### config.mk
export PLATFORM = sky130hd
export DESIGN_NAME = rotate_right_addr_gen_5b
export DESIGN_NICKNAME = d
export VERILOG_FILES = /design/src/rtl/rotate_right_addr_gen_5b.sv
export SDC_FILE = /design/constraint.sdc
export NUM_CORES = 1
export LEC_CHECK = 0
export BUFFER_PORTS_ARGS = -buffer_cell sky130_fd_sc_hd__buf_2
export CORE_MARGIN = 5
export CORE_UTILIZATION = 52
export DETAILED_ROUTE_END_ITERATION = 6
export PLACE_DENSITY = 0.79
export RECOVER_POWER = 50
export SLEW_MARGIN = 20
export SYNTH_ARGS = -nofsm -noshare
export SYNTH_HDL_FRONTEND = slang
export SYNTH_SLANG_ARGS = --single-unit
### constraint.sdc
create_clock -name clk -period 3.92 [get_ports clk]
set_clock_uncertainty 0.05 [all_clocks]
set_input_delay 0.784 -clock clk [delete_from_list [all_inputs] [get_ports clk]]
set_output_delay 0.784 -clock clk [all_outputs]
set_load 0.05 [all_outputs]
### src/rtl/rotate_right_addr_gen_5b.sv
// rotate_right_addr_gen_5b
//
// Generates one 32-point frame of 5-bit addresses. Each issued address is the
// linear index rotated right by a stage-dependent amount k, so a consumer that
// rotates left by the same k recovers the linear index.
//
// Ports
//   clk       in   sole clock, rising edge
//   clr       in   synchronous active-high reset
//   start     in   frame request, sampled only while idle
//   S[2:0]    in   stage select, captured when start is accepted
//   en        in   consumer enable, one address per clock with en=1 while running
//   addr_out  out  registered rotated address
//   idx_out   out  registered linear index matching addr_out
//   valid     out  one-cycle strobe per issued address
//   busy      out  high while a frame is running or finishing
//   done      out  one-cycle pulse after the last address of a frame
//
// Handshake: en acts as the consumer's ready. At every rising edge in RUN with
// en=1 exactly one address is issued; the registered outputs then show it for
// one cycle with valid=1. With en=0 the outputs hold their last value, valid
// drops and the frame stalls. There is no back-pressure path beyond en.

module rotate_right_addr_gen_5b (
    input  logic       clk,
    input  logic       clr,
    input  logic       start,
    input  logic [2:0] S,
    input  logic       en,
    output logic [4:0] addr_out,
    output logic [4:0] idx_out,
    output logic       valid,
    output logic       busy,
    output logic       done
);

    localparam logic [1:0] ST_IDLE = 2'd0;
    localparam logic [1:0] ST_RUN  = 2'd1;
    localparam logic [1:0] ST_DONE = 2'd2;

    logic [1:0] state_q, state_d;
    logic [4:0] cnt_q,   cnt_d;
    logic [2:0] s_q,     s_d;
    logic [4:0] addr_q,  addr_d;
    logic [4:0] idx_q,   idx_d;
    logic       valid_q, valid_d;
    logic       done_q,  done_d;

    // Circular right rotation over 5 bits. Stage codes 011..111 all map to
    // k=4, which is the same as a left rotation by 1.
    function automatic logic [4:0] rotr5(input logic [4:0] x, input logic [2:0] stage);
        logic [4:0] r;
        case (stage)
            3'b000:  r = {x[0],   x[4:1]};
            3'b001:  r = {x[1:0], x[4:2]};
            3'b010:  r = {x[2:0], x[4:3]};
            default: r = {x[3:0], x[4]};
        endcase
        return r;
    endfunction

    always_comb begin
        state_d = state_q;
        cnt_d   = cnt_q;
        s_d     = s_q;
        addr_d  = addr_q;
        idx_d   = idx_q;
        valid_d = 1'b0;
        done_d  = 1'b0;
        case (state_q)
            ST_IDLE: begin
                if (start) begin
                    s_d     = S;
                    cnt_d   = 5'd0;
                    state_d = ST_RUN;
                end
            end
            ST_RUN: begin
                if (en) begin
                    addr_d  = rotr5(cnt_q, s_q);
                    idx_d   = cnt_q;
                    valid_d = 1'b1;
                    // cnt wraps 31 -> 0 naturally, leaving it ready for the next frame
                    cnt_d   = cnt_q + 5'd1;
                    if (cnt_q == 5'd31) begin
                        state_d = ST_DONE;
                    end
                end
            end
            ST_DONE: begin
                done_d  = 1'b1;
                state_d = ST_IDLE;
            end
            default: begin
                state_d = ST_IDLE;
            end
        endcase
    end

    always_ff @(posedge clk) begin
        if (clr) begin
            state_q <= ST_IDLE;
            cnt_q   <= 5'd0;
            s_q     <= 3'd0;
            addr_q  <= 5'd0;
            idx_q   <= 5'd0;
            valid_q <= 1'b0;
            done_q  <= 1'b0;
        end else begin
            state_q <= state_d;
            cnt_q   <= cnt_d;
            s_q     <= s_d;
            addr_q  <= addr_d;
            idx_q   <= idx_d;
            valid_q <= valid_d;
            done_q  <= done_d;
        end
    end

    assign addr_out = addr_q;
    assign idx_out  = idx_q;
    assign valid    = valid_q;
    assign done     = done_q;
    // busy falls in the same cycle done pulses, so a start held through the
    // done cycle is taken on the following edge.
    assign busy     = (state_q == ST_RUN) || (state_q == ST_DONE);

endmodule

==> impl_summary.md, run 1 <==
Timing
The number of max-slew violations in the final report is 0. The tightest slew margin relative to the limit is 47.2%. The share of the cycle needed by the critical path after routing is 54.1%. For the pin with the worst max-slew slack, the measured transition is ~0.79 ns. The setup TNS is 0 ns.

The minimum period implied by the final worst setup slack is between 2 and 2.5 ns. The final-report setup violation count is 0. The number of hold violations in the final report is 0.

The highest clock frequency the design can meet is between 400 and 500 MHz. Across all hold checks on the routed design, the worst slack comes to 0.410 ns. Setup repair after global routing left no endpoint under its margin.

Setup path
The nature of the critical path startpoint is a register. The critical path goes through inv_1 > ha_1 > buf_2. In this run the critical register-to-register path is captured at addr_out[4]$_SDFFE_PP0P_. The startpoint of the most critical setup path is state_q[1]$_SDFFE_PP0P_. The critical path ends at busy. The worst setup path is of the register to output port kind. The cell type of the slowest stage on the worst timing path is dfxtp_1. Counting buffers and inverters, the worst setup path is 3 cells deep. The largest fanout on the critical path is 3. The depth of the worst register-to-register path is 5.

Data arrives at the worst endpoint at approximately 1.3 ns. In this design, the stage delay of the slowest critical-path cell is 0.38 ns. The worst register-to-register path begins at state_q[1]$_SDFFE_PP0P_.

The cell family contributing the most delay on the critical path is flip-flops. The capturing element type of the critical path is an output port. The reg2reg setup slack is 2.12 ns.

The data required time of the worst path is between 3 and 4 ns. Together, buffers and inverters on the worst path number 2.

Outcome
The run finished with clean final reports.

Cells and area
The non-filler instance count after layout is 171. The proportion of layout cells with a drive suffix above 1 is roughly 14%. At the end of the flow, the number of nets in the layout was 158. The number of diodes added for antenna fixing is 0. The growth of design area from synthesis to finish is 10.9%.

Counting the fill cells in the layout gives 183.

Placement
The sum of net half-perimeters after detailed placement is 1.71 mm. Port buffering added 19 buffers. Routability-driven placement finished with a final weighted congestion of 0.813. Including well taps, the total number of placed cells is 167.

Routing
Dividing the detail-routed wire length by the instance count gives about 14 um. Detailed routing placed a total of 1.24 mm of wire on met2. For this run, design rule violations remaining after detail routing come to 0. The number of violations reported at the end of detailed-routing iteration 0 is 55. Detailed routing placed a total of 113 um of wire on met3.

The routed via count divided by cell count is 5.77. The routed length on met1 is 1.04 mm. The routed layout has between 900 and 1000 vias.

The count of nets left with antenna violations once routing finished came out at 0. The final layout contains routed wiring with a total length of roughly 2.4 mm. The top layer reached by signal wires is met4. For this run, the detailed router's first-pass iteration total came to 4.

Logic synthesis
The number of nets in the synthesized netlist is 142. The netlist uses 27 different library cells. Synthesis inferred 22 register bits. After synthesis, flip-flops and latches occupy 40.1% of the total area. For this run, the number of Yosys warnings is 0. The count of mapped cells out of synthesis is 129. After synthesis the cells add up to ~1100 um^2. In the post-synthesis netlist, the biggest area contributors are dfxtp_1, a21oi_1, ha_1. A synthesized cell averages 8.52 um^2. dfxtp_1 takes more of the synthesized area than any other cell.

The area fraction of the dominant cell type after synthesis is 40.1%.

Die
The core box area is between 1500 and 2000 um^2. The initial utilization of the core area, before any placement, comes to 55.4%. In this run the core area contains 16 standard-cell rows. The die boundary width is between 50 and 60 um. The die extent in y is 56.0 um. The number of top-level pins is 20. The die covers 3130 um^2.

Clock network
The maximum buffer depth of the clock tree is 2. The buffer type at the clock tree root is clkbuf_4. For this design, the sink count on the clock tree is 22. The clock tree from TritonCTS is built. Once the clock tree was built, the setup fixing pass inserted 0 buffers. The clock reaches the later pin of the worst-skew pair after 0.30 ns. CTS built an H-tree with a depth of 1.

In this run, CTS created clock tree buffers numbering 3. Clock-pin slew was measured on the worst setup and hold paths at 0.12 ns. The post-CTS resize count is 0. For this design, the CTS-stage hold fixing added 0 buffers.

GRT
The number of global-route vias before repair is 883. Global routing used 16.6% of the available tracks across all layers. The first-pass GRT wire length is approximately 4.2 mm. The number of antenna violations at the first check in global routing came to 0.

The pin count of the biggest net entering global routing is 22. Summed over all layers, the global routing overflow is 0.

Power
The proportion of power drawn by flip-flops and latches is 54.0%. Per report_power, the clock group accounts for 28.1% of the total. The analysis attributes to cell leakage a power of 0.000486 uW. In this run the power density over the cells is 364 nW/um^2.

The proportion of total power due to net switching is 29.3%. The cell-internal power is roughly 310 uW. The net switching component of the power is 130 uW. The worst-case IR drop observed on VDD is 258 uV. Per report_power, the combinational group accounts for 18.0% of the total.

Min path
The class of the tightest hold or removal check is register to register.

Job
The number of maximum-capacitance violations is 0.
-- synth_stat cells --
cell type	count
a21o_1	1
clkbuf_1	4
nor3_1	1
buf_2	2
a21oi_1	15
ha_1	6
nor2b_1	2
a31oi_1	1
nand2_1	15
o31ai_1	7
nand3b_1	5
inv_1	5
mux2i_1	6
nor2_1	6
o211a_1	5
a21bo_2	1
and3_1	1
nand2b_1	2
or4_1	2
dfxtp_1	22
and2_1	1
o21bai_1	1
o21ai_0	8
or3_1	1
buf_1	1
nand3_1	7
buf_6	1
-- layer usage --
layer / track usage, % / up-vias
li1: - / 490
met1: 20.8 / 469
met2: 27.7 / 23
met3: 4.41 / 4
met4: 5.08 / 0
met5: 0 / -
-- worst min-delay path, stage by stage, from the launching register on --
cell and delay (ns):
dfxtp_1 0.33, nand2_1 0.05, a21oi_1 0.05
-- through the flow --
step | setup WS, ns | utilization, % | area (um^2) | power [uW]
after floorplan | 2.15 | - | 1100 | 310
after global placement | 2.13 | 59.9 | 1190 | 321
after detailed placement | 2.07 | 59.9 | 1190 | 324
after CTS | 1.79 | 61.7 | 1220 | 446
after global routing | 1.68 | 61.5 | 1220 | 472
final | 1.80 | 61.5 | 1220 | 444
-- final cells by class --
class | instances | area, um^2 | share of cell area, %
timing repair buffer | 19 | 90.1 | 7.39
inverter | 5 | 18.8 | 1.54
multi-input combinational | 94 | 599 | 49.2
clock buffer | 4 | 36.3 | 2.98
tap | 27 | 33.8 | 2.77
sequential | 22 | 440 | 36.1
-- flip-flops by register name, summed over array words and instances, names as in the netlist --
name	flops
addr_out	5
cnt_q	5
idx_out	5
s_q	3
state_q	2
done	1
valid	1
-- kinds of logic (layout without fill, tap and decap cells) --
kind of cell	Yosys count	count (layout)	share of synthesized area (%)
AOI/OAI and AO/OA	39	39	22.7
adders and majority gates	6	6	6.83
buffers and inverters	13	28	5.35
DFF	22	22	40.1
muxes	6	6	5.47
and+or+nand+nor	43	43	19.6
-- power by group through the flow --
| stage | clock [uW] | combinational [uW] | sequential [uW] |
|---|---|---|---|
| floorplan | 0 | 63.7 | 246 |
| global placement | 0 | 77.1 | 244 |
| detailed placement | 0 | 79.9 | 244 |
| CTS | 126 | 80.3 | 239 |
| global route | 142 | 89.4 | 241 |
| finish | 124 | 79.7 | 239 |
-- placed cells by master, fill, tap and decap left out --
| cell | n |
|---|---|
| clkbuf_8 | 1 |
| a21o_1 | 1 |
| a21bo_2 | 1 |
| nor2_1 | 6 |
| clkbuf_1 | 4 |
| buf_2 | 15 |
| nor3_1 | 1 |
| clkbuf_4 | 3 |
| nand2b_1 | 2 |
| o31ai_1 | 7 |
| nor2b_1 | 2 |
| o211a_1 | 5 |
| mux2i_1 | 6 |
| and3_1 | 1 |
| dfxtp_1 | 22 |
| and2_0 | 1 |
| or3_1 | 1 |
| nand3b_1 | 5 |
| nand3_1 | 7 |
| ha_1 | 6 |
| o21ai_0 | 8 |
| a31oi_1 | 1 |
| o21bai_1 | 1 |
| or4_1 | 2 |
| a21oi_1 | 15 |
| nand2_1 | 15 |
| inv_1 | 5 |
-- worst min path at each step --
stage / from / to / slack (ns) / cells past startpoint
3_3_place_gp: idx_out[4]$_SDFFE_PP0P_ / idx_out[4]$_SDFFE_PP0P_ / 0.40 / 2
3_5_place_dp: idx_out[1]$_SDFFE_PP0P_ / idx_out[1]$_SDFFE_PP0P_ / 0.40 / 2
5_1_grt: idx_out[2]$_SDFFE_PP0P_ / idx_out[2]$_SDFFE_PP0P_ / 0.44 / 2
4_1_cts: idx_out[1]$_SDFFE_PP0P_ / idx_out[1]$_SDFFE_PP0P_ / 0.41 / 2
6_report: idx_out[1]$_SDFFE_PP0P_ / idx_out[1]$_SDFFE_PP0P_ / 0.41 / 2
2_1_floorplan: s_q[2]$_SDFFE_PP0P_ / s_q[2]$_SDFFE_PP0P_ / 0.40 / 2
(Power assumes the default switching activity.)
==> run 2: changes to the inputs <==
==> constraint.sdc (replaced) <==
create_clock -name clk -period 2.2 [get_ports clk]
set_clock_uncertainty 0.05 [all_clocks]
set_input_delay 0.44 -clock clk [delete_from_list [all_inputs] [get_ports clk]]
set_output_delay 0.44 -clock clk [all_outputs]
set_load 0.05 [all_outputs]
==> run 2 against run 1 <==
Effect of this change:
- first-iteration DRC count fell by 82%
- non-clock buffer count grew 1
- hold slack worse by 0.085 ns
- combinational power increased by 82%
- highest routed layer unchanged
- worst setup slack worse by 1.4 ns
- critical endpoint unchanged
- sequential share of layout area fell by 0.40 points
- routed wire length down 2.4%
- largest cell class unchanged
- critical path depth is the same
==> impl_summary.md, run 2 (same netlist as run 1, synthesis figures left out) <==
Clock network
The maximum level of the CTS H-tree is 1 (unchanged). The buffers inserted during post-CTS setup optimization was 0 (unchanged). The clock-pin slew reported for the worst setup and hold paths after clock tree synthesis is 0.12 ns (about the same). The count of hold buffers inserted by post-cts repair is 0 (unchanged). The post-CTS resize count is 0 (unchanged).

The maximum buffer depth of the clock tree was 2 (unchanged). Clock tree synthesis selected as its root buffer the cell clkbuf_4. The total CTS buffers was 3 (unchanged).

The clock latency on the worst-skew pair is 0.31 ns (about the same). The clock tree from TritonCTS is built. The sink count of the clock tree is 22 (unchanged).

Timing
The minimum period implied by the final worst setup slack is 1.77 ns. Setup repair after global routing left no endpoint under its margin. The highest clock frequency the design can meet is roughly 570 MHz. The number of hold violations in the final report is 0 (unchanged). The setup TNS is 0 ns (unchanged). The minimum hold slack is 0.325 ns (-0.0846 ns).

The worst path uses 80.3% of the clock period. The transition at the pin with the smallest max-transition slack was 0.605 ns (-0.187 ns). The number of max-slew violations in the final report is 0 (unchanged). The final-report setup violation count is 0 (unchanged). The tightest slew margin relative to the limit was 59.8% (+13 points).

Cells and area
The area of all placed cells without fillers is 1230 um^2 (+1.1%). The proportion of layout cells with a drive suffix above 1 is 8.97% (-4.9 points). The final-stage net count is 159 (+0.63%). The non-filler instance count after layout is 172 (+0.58%).

Leaving out fill and tap cells, the most frequent cells in the layout are dfxtp_1, a21oi_1, nand2_1. The growth of design area from synthesis to finish is 12.2%. The number of diodes added for antenna fixing is 0 (unchanged). The most common library cell in the layout ignoring fill and taps is dfxtp_1.

Routing
The number of violations reported at the end of detailed-routing iteration 0 is 10 (-82%). The iteration count of the initial detailed-routing pass is 4 (unchanged). The routed via count divided by cell count is 5.57 (-3.4%). The DRC violations left is 0 (unchanged).

The post-detailed-route count of antenna-violating nets is 0 (unchanged). The post-detailed-routing wire length is 2.36 mm (-2.4%). The detailed-route via count is 958 (-2.8%). The routed length per placed instance came to 13.7 um (-2.9%).

Power
The proportion of power drawn by flip-flops and latches is 48.4% (-5.6 points). The clock network fraction of design power is 35.2% (+7.1 points). The proportion of total power due to net switching is 27.0% (-2.3 points). The logic gate share of total power is 16.4% (-1.6 points).

The cell-internal power was 643 uW (+110%). The reported leakage power is 0.000462 uW (-5.0%). The net switching component of the power was 238 uW (+83%). The power per cell area is 716 nW/um^2 (+97%). The peak supply drop is 473 uV (+84%).

GRT
The pin count of the biggest net entering global routing came to 22 (unchanged). The overflow left after global routing is 0 (unchanged). The number of global-route vias before repair is 925 (+4.8%). The number of antenna violations at the first check in global routing is 0 (unchanged). The first-pass GRT wire length was 4.08 mm (-2.6%). The total global routing track utilization was 15.7% (-0.91 points).

Setup path
The capturing element type of the critical path is an output port. The startpoint-to-endpoint class of the critical path is register to output port. The critical path buffer and inverter count is 2 (unchanged).

The nature of the critical path startpoint is a register. The data required time of the worst path is 1.71 ns (-1.38 ns). The cell type of the slowest stage on the worst timing path is dfxtp_1.

The maximum single-stage delay on the critical path came to 0.37 ns (about the same). Walking the worst path, the cells encountered are inv_1 > ha_1 > buf_2. The largest fanout on the critical path is 3 (unchanged). On the critical path the largest part of the delay comes from flip-flops.

The signal arrival time at the worst endpoint was 1.28 ns (about the same).

Job
The number of maximum-capacitance violations is 0 (unchanged).

Placement
The cell area after placement is 1190 um^2 (+0.63%). The global placer's final weighted congestion was 0.757 (-6.9%). The total placed cells including tap cells came to 168 (+0.60%). The number of buffers added on ports is 19 (unchanged).

The sum of net half-perimeters after detailed placement is 1.66 mm (-2.7%).

Die
The area enclosed by the die boundary is 3130 um^2 (unchanged). The row count came to 16 (unchanged). The core box area is 1980 um^2 (unchanged).

The number of top-level pins came to 20 (unchanged). The starting utilization of the core area came to 55.4% (unchanged). The die extent in y is 56.0 um (unchanged).

The die boundary width is 56.0 um (unchanged).

Outcome
The flow ran to the end, and the final reports show no timing, DRC or antenna violations.

Min path
The class of the tightest hold or removal check is input port to register.
-- run 2: cell types whose count changed in the layout (fill, tap and decap cells not counted), sizes merged --
| cell | delta |
|---|---|
| buf | -7 |
| clkbuf | +7 |
| bufinv | +1 |
-- run 2: worst reg2reg max path, cell delays in order (launching register included) --
cell	delay (ns)
dfxtp_1	0.36
inv_1	0.08
ha_1	0.27
nor2b_1	0.23
or4_1	0.54
a21oi_1	0.16
-- run 2: per-layer routing --
metal  vias up  track usage (%)  part of all wire [%]
met1       438             20.1                    43
li1        486                -                     -
met5         -                0                     0
met2        29             26.9                    50
met3         5             2.09                   5.5
met4         0             5.42                   1.5
-- run 2: power by group through the flow --
stage	logic (uW)	clock network, uW	registers [uW]
2_1_floorplan	114	0	438
3_3_place_gp	141	0	434
3_5_place_dp	146	0	435
4_1_cts	147	318	427
5_1_grt	160	335	430
6_report	145	310	427
-- run 2: worst paths after layout --
path	from	to	depth (start not counted)	slack, ns
worst min register to register	idx_out[2]$_SDFFE_PP0P_	idx_out[2]$_SDFFE_PP0P_	2	0.41
worst max register to register	state_q[0]$_SDFFE_PP0P_	cnt_q[3]$_SDFFE_PP0P_	5	0.46
worst max-delay path	state_q[1]$_SDFFE_PP0P_	busy	3	0.43
worst min-delay path	S[1]	s_q[1]$_SDFFE_PP0P_	3	0.33
-- run 2: layout make-up --
class	count	area [um^2]
Inverter	5	18.8
Multi-Input combinational cell	94	599
Fill cell	190	749
Clock buffer	3	22.5
Tap cell	27	33.8
Clock inverter	1	30.0
Sequential cell	22	440
Timing Repair Buffer	20	87.6
-- run 2: stage by stage --
| step | setup slack (ns) | util, % | power [uW] |
|---|---|---|---|
| finish | 0.433 | 62.2 | 882 |
| global route | 0.324 | 62.2 | 925 |
| CTS | 0.417 | 62.9 | 891 |
| detailed placement | 0.494 | 60.3 | 581 |
| global placement | 0.577 | 60.3 | 575 |
| floorplan | 0.563 | - | 552 |
==> run 3: changes to the inputs <==
--- a/config.mk
+++ b/config.mk
@@ -5,11 +5,12 @@
 export SDC_FILE = /design/constraint.sdc
 export NUM_CORES = 1
 export LEC_CHECK = 0
+export ABC_AREA = 1
 export BUFFER_PORTS_ARGS = -buffer_cell sky130_fd_sc_hd__buf_2
 export CORE_MARGIN = 5
-export CORE_UTILIZATION = 52
+export CORE_UTILIZATION = 48
 export DETAILED_ROUTE_END_ITERATION = 6
-export PLACE_DENSITY = 0.79
+export PLACE_DENSITY = 0.77
 export RECOVER_POWER = 50
 export SLEW_MARGIN = 20
 export SYNTH_ARGS = -nofsm -noshare
==> constraint.sdc (replaced) <==
create_clock -name clk -period 1.5 [get_ports clk]
set_clock_uncertainty 0.05 [all_clocks]
set_input_delay 0.3 -clock clk [delete_from_list [all_inputs] [get_ports clk]]
set_output_delay 0.3 -clock clk [all_outputs]
set_load 0.05 [all_outputs]
==> run 3 against run 2 <==
Effect of this change:
- hold slack got worse by 0.11 ns
- synthesized cell count increased by 19%
- first-iteration DRC count increased by 90%
- critical endpoint unchanged
- highest routed layer unchanged
==> impl_summary.md, run 3 <==
Min path
In this run the worst hold path is classified as input port to register. The number of cells on the worst hold path came to 3 (unchanged). In this run the most critical hold path is launched from S[0]. The terminating pin of the worst hold path is s_q[0]$_SDFFE_PP0P_.

Job
The number of maximum-capacitance violations is 0 (unchanged).

Setup path
The depth of the worst register-to-register path is 8 (+3). The data required time of the worst path is 1.15 ns (-0.56 ns). The critical path buffer and inverter count is 2 (unchanged). The capture instance of the worst register-to-register path is state_q[0]$_SDFFE_PP0P_. The startpoint identified for the worst register-to-register timing path is state_q[0]$_SDFFE_PP0P_.

The signal arrival time at the worst endpoint is 1.13 ns (-0.15 ns). The largest fanout on the critical path came to 4 (+1). By startpoint and endpoint, the worst setup path is classified as register to output port. The critical path's top delay family is flip-flops. The reg2reg setup slack is 0.11 ns (-0.35 ns). The nature of the critical path startpoint is a register. The maximum single-stage delay on the critical path is 0.37 ns (about the same).

Walking the worst path, the cells encountered are inv_4 > ha_4 > buf_8. Among all stages on the critical path, the largest delay is contributed by dfxtp_2. The worst setup path is captured at an output port.

Routing
The post-detailed-route count of antenna-violating nets is 0 (unchanged). The routed via count divided by cell count is 5.12 (-8.2%). The routed length per placed instance is 11.9 um (-14%).

The post-detailed-routing wire length is 2.47 mm (+4.4%). The iteration count of the initial detailed-routing pass came to 4 (unchanged). The DRC violations left is 0 (unchanged). The detailed-route via count is 1064 (+11%). The number of violations reported at the end of detailed-routing iteration 0 is 19 (+9).

Clock network
TritonCTS built the clock tree. The maximum level of the CTS H-tree is 1 (unchanged). The total CTS buffers is 3 (unchanged). The count of hold buffers inserted by post-cts repair came to 0 (unchanged). The clock latency on the worst-skew pair is 0.31 ns (about the same).

The root buffer cell chosen for the clock tree is clkbuf_4. The clock-pin slew reported for the worst setup and hold paths after clock tree synthesis was 0.11 ns (about the same). The maximum buffer depth of the clock tree was 2 (unchanged). The sink count of the clock tree is 22 (unchanged).

Timing
Setup repair after global routing could not meet its margin everywhere. The minimum period implied by the final worst setup slack is 1.48 ns. The setup slack of the critical path after layout is 0.0246 ns (-0.408 ns). The tightest slew margin relative to the limit is 80.4% (+21 points). The worst path uses 98.4% of the clock period. The number of max-slew violations in the final report is 0 (unchanged). The transition at the pin with the smallest max-transition slack came to 0.294 ns (-0.311 ns). The setup TNS was 0 ns (unchanged).

For this run, the top clock speed supported by timing is 678 MHz. The final-report setup violation count was 0 (unchanged). The number of hold violations in the final report came to 0 (unchanged).

GRT
The first-pass GRT wire length is 4.04 mm (-1.0%). The overflow left after global routing came to 0 (unchanged). The total global routing track utilization is 15.2% (-0.55 points). The pin count of the biggest net entering global routing is 14 (-36%).

The number of antenna violations at the first check in global routing is 0 (unchanged). The number of global-route vias before repair is 957 (+3.5%).

Cells and area
The number of diodes added for antenna fixing is 0 (unchanged). The most common library cell in the layout ignoring fill and taps is nand2_1. The proportion of layout cells with a drive suffix above 1 was 27.2% (+18 points).

The number of fill cells in the layout is 199 (+4.7%). In the layout the commonest cells are nand2_1, dfxtp_1, a21oi_1. The final-stage net count is 194 (+22%). The growth of design area from synthesis to finish is 22.8%.

Die
The starting utilization of the core area is 50.1% (-5.3 points). The number of top-level pins is 20 (unchanged). The die extent in y is 57.8 um (+3.4%). The die boundary width is 57.8 um (+3.4%). The area enclosed by the die boundary is 3350 um^2 (+6.8%). The row count was 17 (+1). The core box area is 2190 um^2 (+11%).

Power
The proportion of power drawn by flip-flops and latches is 33.7% (-15 points). The clock network fraction of design power came to 14.0% (-21 points). The total power of the final layout is 2310 uW (+160%). The peak supply drop is 1650 uV (+250%). The logic gate share of total power is 52.4% (+36 points). The cell-internal power is 1290 uW (+100%). The proportion of total power due to net switching came to 44.3% (+17 points).

The power per cell area is 1710 nW/um^2 (+140%). The reported leakage power is 0.000625 uW (+35%). The net switching component of the power was 1020 uW (+330%).

Logic synthesis
The most frequently used flop master after synthesis is dfxtp_1. The synthesized area per cell came to 7.18 um^2 (-16%). The distinct cell type count of the synthesized netlist is 20 (-26%). The number of synthesized register bits came to 22 (unchanged). The proportion of synthesized flip-flops having asynchronous set or reset is 0% (unchanged). The synthesized net count was 166 (+17%).

The count of mapped cells out of synthesis came to 153 (+19%). The summed instance area of the synthesized netlist came to 1100 um^2 (unchanged). The yosys synthesis warning count came to 0 (unchanged). The leading area contributor after synthesis is dfxtp_1. The commonest cells after synthesis are nand2_1, dfxtp_1, a21oi_1. The register area share after synthesis was 40.1% (unchanged).

In the post-synthesis netlist, the cell with the most instances is nand2_1. The number of flops mapped to enable cells by yosys is 0 (unchanged). By area the synthesized netlist is led by dfxtp_1, nand2_1, a21oi_1. The area fraction of the dominant cell type after synthesis is 40.1% (unchanged).

Placement
The global placer's final weighted congestion was 0.855 (+13%). The sum of net half-perimeters after detailed placement came to 1.86 mm (+12%). The number of buffers added on ports came to 19 (unchanged).

The pre-CTS setup slack was 0.109 ns (-0.384 ns).

Outcome
The flow ran to the end, and the final reports show no timing, DRC or antenna violations.
==> run 3: metal layers <==
layer | routed length, um | track usage (%)
met2 | 1200 | 25.3
met5 | 0 | 0
met4 | 43 | 7.95
met1 | 1110 | 18.2
met3 | 107 | 3.12
==> run 3: stage by stage <==
| step | std cells | cell area, um^2 | util, % | hold WS, ns |
|---|---|---|---|---|
| detailed placement | 200 | 1230 | 56.4 | 0.408 |
| floorplan | 153 | 1100 | - | 0.415 |
| finish | 208 | 1350 | 61.6 | 0.212 |
| CTS | 205 | 1300 | 59.5 | 0.201 |
| global placement | 200 | 1230 | 56.4 | 0.400 |
| global route | 208 | 1350 | 61.6 | 0.180 |
==> run 3: power groups by stage <==
stage	logic (uW)	registers (uW)	clock network, uW
4_1_cts	1100	768	336
3_3_place_gp	953	772	0
3_5_place_dp	980	773	0
2_1_floorplan	616	952	0
6_report	1210	777	323
5_1_grt	1310	790	369
==> run 3: logic make-up after synthesis <==
family | Yosys count | synth area share (%)
and+or+nand+nor | 66 | 26.3
AOI/OAI and AO/OA | 37 | 18.5
buffers and inverters | 22 | 8.31
DFF | 22 | 40.1
adders and majority gates | 6 | 6.83
==> run 3: layout make-up <==
type                       instances  area [um^2]  share of cell area, %
sequential                        22          443                   32.8
multi-input combinational        109          597                   44.2
clock buffer                       4         36.3                   2.69
tap                               28         35.0                   2.60
inverter                          18         72.6                   5.38
timing repair buffer              27          165                   12.2
==> run 3: how the worst max path moves through the flow <==
stage	start	endpoint	slack [ns]	depth (start not counted)
3_3_place_gp	state_q[0]$_SDFFE_PP0P_	cnt_q[2]$_SDFFE_PP0P_	0.13	8
3_5_place_dp	state_q[1]$_SDFFE_PP0P_	idx_out[3]$_SDFFE_PP0P_	0.11	6
2_1_floorplan	cnt_q[0]$_SDFFE_PP0P_	state_q[0]$_SDFFE_PP0P_	0.21	8
5_1_grt	state_q[0]$_SDFFE_PP0P_	busy	-0.03	3
6_report	state_q[0]$_SDFFE_PP0P_	busy	0.02	3
4_1_cts	state_q[0]$_SDFFE_PP0P_	busy	0.02	3
==> run 3: timing repair <==
action,CTS,global route
resized for setup,8,8
setup endpoints to repair,1,15
pin swaps,1,2
buffers inserted,1,3
==> run 3: worst register-to-register path, stage by stage (launching register included) <==
cell and delay (ns):
dfxtp_2 0.36, buf_4 0.13, ha_2 0.21, nand2_1 0.07, nand2_1 0.10, o21bai_2 0.23
nand2_1 0.07, nand2_1 0.04, nor2_1 0.08
